`src/rtl/mclk_clock_gen.sv`:
```
// mclk_clock_gen: divides inclk0 by DIV onto glitch-free registered c0, raising locked LOCK_CYCLES edges after areset release; ports inclk0, areset (async, active-high), c0, locked; `define MCLK_GEN_DUTY50_EN adds a negedge half-cycle register for 50% duty at odd DIV
module mclk_clock_gen #(
  parameter int DIV         = 5,
  parameter int LOCK_CYCLES = 16
) (
  input  logic inclk0,
  input  logic areset,
  output logic c0,
  output logic locked
);
  localparam int LW = $clog2(LOCK_CYCLES + 1) < 1 ? 1 : $clog2(LOCK_CYCLES + 1);
  localparam int CW = $clog2(DIV) < 1 ? 1 : $clog2(DIV);
  localparam logic [LW-1:0] LMAX = LW'(LOCK_CYCLES);
  localparam logic [LW-1:0] LPRE = LW'(LOCK_CYCLES - 1);
  localparam logic [CW-1:0] CMAX = CW'(DIV - 1);
  localparam logic [CW-1:0] HV   = CW'(DIV / 2);
  logic [LW-1:0] lcnt;
  logic [CW-1:0] cnt;
  logic          p;
  if (DIV < 2 || LOCK_CYCLES < 1) begin : g_bad_params
    $error("mclk_clock_gen: DIV must be >= 2 and LOCK_CYCLES >= 1");
  end
  always_ff @(posedge inclk0 or posedge areset)
    if (areset) begin
      lcnt   <= '0;
      locked <= 1'b0;
      cnt    <= '0;
      p      <= 1'b0;
    end else begin
      lcnt   <= (lcnt == LMAX) ? lcnt : lcnt + LW'(1);
      locked <= locked | (lcnt == LPRE);
      cnt    <= (!locked || cnt == CMAX) ? '0 : cnt + CW'(1);
      p      <= locked && (cnt < HV);
    end
`ifdef MCLK_GEN_DUTY50_EN
  if (DIV % 2 == 1) begin : g_odd
    logic n;
    always_ff @(negedge inclk0 or posedge areset)
      if (areset) n <= 1'b0;
      else n <= p;
    always_comb c0 = p | n;
  end else begin : g_even
    always_comb c0 = p;
  end
`else
  always_comb c0 = p;
`endif
endmodule

```
`config.mk`:
```
export PLATFORM = sky130hd
export DESIGN_NAME = mclk_clock_gen
export DESIGN_NICKNAME = d
export VERILOG_FILES = /design/src/rtl/mclk_clock_gen.sv
export SDC_FILE = /design/constraint.sdc
export NUM_CORES = 1
export LEC_CHECK = 0
export ABC_AREA = 1
export CORE_AREA = 2 2 39 41
export DETAILED_ROUTE_END_ITERATION = 10
export DIE_AREA = 0 0 41 43
export GPL_TIMING_DRIVEN = 0
export PLACE_DENSITY = 0.6
export SYNTH_ARGS = -nofsm -noshare
export SYNTH_HDL_FRONTEND = slang
export SYNTH_SLANG_ARGS = --single-unit
```
`constraint.sdc`:
```
create_clock -name inclk0 -period 2.9 [get_ports inclk0]
set_input_delay 0.58 -clock inclk0 [delete_from_list [all_inputs] [get_ports inclk0]]
set_output_delay 0.58 -clock inclk0 [all_outputs]
set_load 0.05 [all_outputs]
```
==> results of run 1 <==
-- final cells by class --
class,count,area [µm²]
Fill cell,152,813
Sequential cell,10,250
Multi-Input combinational cell,32,189
Inverter,12,45.0
Clock buffer,4,36.3
Timing Repair Buffer,3,30.0
Tap cell,16,20.0
-- registers in the layout (all words and copies together) (netlist names) --
name	flops
cnt	3
locked	1
lcnt	5
c0	1
-- power groups by stage --
| stage | registers [W] | clock network [W] | logic [W] |
|---|---|---|---|
| 2_1_floorplan | 0.000142 | 0 | 0.00000215 |
| 3_3_place_gp | 0.000142 | 0 | 0.00000431 |
| 3_5_place_dp | 0.000142 | 0 | 0.00000431 |
| 4_1_cts | 0.000139 | 0.000131 | 0.00000425 |
| 5_1_grt | 0.000139 | 0.000136 | 0.00000484 |
| 6_report | 0.000139 | 0.000125 | 0.00000387 |
-- cells in the mapped netlist --
master and count:
nand4_1 1, ha_1 5, nand2_1 13, nor3b_1 1, inv_2 1, nor2_1 4, dfrtp_1 10, xnor2_1 1
or2_2 1, nor2_2 2, nand3_1 3, inv_1 11, nand2_2 1
-- worst max path at each step --
stage                        end  cells past startpoint
after floorplan           locked                      5
after global placement    locked                      1
after detailed placement  locked                      1
after CTS                 locked                      1
after global routing      locked                      1
final                     locked                      1
-- worst reg2reg max path, cell delays in order, from the launching register on --
cell and delay [ns]:
dfrtp_1 0.43, ha_1 0.24, nand2_1 0.10, nor2_1 0.05, ha_1 0.16, or2_2 0.26
-- per-layer routing --
layer / up-vias / global-route usage (%)
met5: - / 0
met4: 0 / 4.00
met3: 3 / 9.42
met2: 6 / 16.9
met1: 141 / 11.0
li1: 173 / -
-- cells by family after synthesis --
logic type	count (synthesis)	synth area share, %
simple gates	26	24.3
fa+ha+maj	5	12.9
xor+xnor	1	1.81
flops	10	51.7
buf+inv	12	9.30
-- cells in the final DEF (no fill, tap or decap), types with 2 or more instances in the layout --
| master | netlist | final |
|---|---|---|
| nand2_1 | 13 | 13 |
| inv_1 | 11 | 11 |
| dfrtp_1 | 10 | 10 |
| ha_1 | 5 | 5 |
| nor2_1 | 4 | 4 |
| nand3_1 | 3 | 3 |
| clkbuf_4 | 0 | 3 |
| clkdlybuf4s50_1 | 0 | 3 |
| nor2_2 | 2 | 2 |
-- stage by stage --
step	cell area, µm²	total power, W
2_1_floorplan	484	0.000144
3_3_place_gp	534	0.000146
3_5_place_dp	534	0.000146
4_1_cts	571	0.000275
5_1_grt	571	0.000280
6_report	571	0.000268
==> metrics.json, run 1 <==
{
  "critical_path.reg2reg.endpoint": "locked",
  "remaining_drc_errors": 0,
  "synth_area_leaders": "dfrtp_1 (52%), ha_1 (13%), nand2_1 (10%), inv_1 (8.5%), nand3_1 (3.1%)",
  "die_h_um": 43,
  "dpl.cell_count": 73,
  "maxSlewViolCount": 0,
  "postSynthCellCount": 54,
  "tightestPinTransition_ns": 0.486,
  "dr.first_iter.drc_count": 1,
  "slew_headroom_pct": 67.5,
  "clock_sinks": 10,
  "layout-area-overhead-vs-synth_pct": 17.8,
  "startpoint_class_of_the_critical_path": "flop",
  "clk-insertion-delay-late_ns": 0.27,
  "worst-r2r-cell-count": 5,
  "core_region_area_um2": 1380,
  "synth.avg_cell_area_um2": 8.97,
  "post_synthesis_sequential_area_ratio_pct": 51.7,
  "total_number_of_vias": 323,
  "place_worst_setup_slack_ns": 1.15,
  "die_boundary_width_um": 41,
  "postCtsHoldBufs": 0,
  "initial_core_util_pct": 35.0,
  "wire_length_of_the_first_global_routing_pass_um": 1240,
  "worst_path_dominant_cell_family": "buffers and inverters",
  "drt_wl_total_um": 701,
  "p_clk_share_pct": 46.5,
  "sequentialPowerShare_pct": 52.0,
  "row_count": 14,
  "final_nets": 69,
  "worst_hold_slack_ns": 0.465,
  "net_sw_power_w": 0.0000510,
  "synth-warning-count": 0,
  "worst_slack_ns": 0.869,
  "drv.max_cap_violation_count": 0,
  "synth_top_cell_area_share_pct": 51.7,
  "cts-htree-levels": 1,
  "synth_cell_type_count": 13,
  "initial_antenna_violation_count": 0,
  "pwr_density_cell_nw_per_um2": 470,
  "grt_pass1_vias": 332,
  "final_period_utilization_pct": 70.1,
  "critical_path_required_ns": 2.32,
  "timing.critical_path.arrival_ns": 1.45,
  "power.ir.vdd_worst_mv": 0.238,
  "share_comb_of_total_power_pct": 1.4,
  "post-synth-top-area-cell": "dfrtp_1",
  "die-area_um2": 1760,
  "number_of_cts_inserted_buffers": 3,
  "timing.hold.worst_path_depth": 1,
  "maxUsedRoutingLayer": "met4",
  "path_class": "reg2out",
  "detailed_place_hpwl_um": 515,
  "drt_antenna_net_count": 0,
  "wl_met2_um": 341,
  "min_delay_worst_endpoint": "cnt[0]",
  "worst_hold_startpoint": "cnt[0]",
  "hold_viol_final": 0,
  "grt_setup_unrepaired": "no",
  "diodes_inserted": 0,
  "clock.fmax_mhz": 492,
  "syn_nets": 61,
  "setup_viol": 0,
  "timing_startpoint_of_the_critical_path": "locked",
  "ys_ff_latch": 10,
  "regToRegSetupSlack_ns": 1.56,
  "gpl.final_weighted_congestion": 0.651,
  "path_clk_slew_ns": 0.06,
  "kind_of_path_behind_the_tightest_hold_check": "reg2reg",
  "cell_internal_pwr_w": 0.000217,
  "final_layout_size_suffix_gt1_share_pct": 14.8,
  "synth_area_um2": 484,
  "io_buffer_count": 3,
  "finalWorstPathRequiredPeriod_ns": 2.03,
  "cp_slowest_stage_delay_ns": 0.81,
  "tritoncts": "done",
  "i_o_pins": 4,
  "route.layer.met1.wl_um": 301,
  "setup_tns_ns": 0,
  "finClkSkew_ns": 0.00280,
  "ctsLongestPathBuffers": 2,
  "drt-pass1-iter-count": 2,
  "leakage_component_of_the_power_nw": 0.310,
  "regToRegStartpoint": "lcnt[0]",
  "grt_max_degree": 11,
  "route.detailed.vias_per_inst": 4.19,
  "layout.core_utilization_pct": 41.2,
  "critical_path.endpoint_type": "primary output",
  "cp_num_buf_inv": 1,
  "ctsRootBufferMaster": "clkbuf_4",
  "layoutNonFillerInstCount": 77,
  "crit_slowest_cell": "clkdlybuf4s50_1",
  "critical_path_peak_fanout": 4,
  "grt_util_all_layers_pct": 11.3,
  "post_cts_resize_count": 0,
  "met3WireLength_um": 47,
  "setup_repair_bufs_after_cts": 0,
  "routedWlPerCell_um": 9.10,
  "grt.overflow.total": 0,
  "critical_path.cell_chain": "clkdlybuf4s50_1",
  "share_of_total_power_consumed_by_net_switching_pct": 19.0,
  "status": "completed"
}
Power figures use the tool's default switching activity.
==> run 2, diff against run 1 <==
==> constraint.sdc (replaced) <==
create_clock -name inclk0 -period 1.9 [get_ports inclk0]
set_input_delay 0.38 -clock inclk0 [delete_from_list [all_inputs] [get_ports inclk0]]
set_output_delay 0.38 -clock inclk0 [all_outputs]
set_load 0.05 [all_outputs]
==> results of run 2 <==
Same layout as run 1 (identical final DEF). Status: completed.
Among the figures that moved: setup slack after placement 1.15 ns -> 0.351 ns; setup slack after layout 0.869 ns -> 0.0685 ns; hold slack 0.465 ns -> 0.375 ns; register-to-register setup slack 1.56 ns -> 0.56 ns; total power 0.000268 W -> 0.000409 W; worst IR drop on VDD 0.238 mV -> 0.363 mV
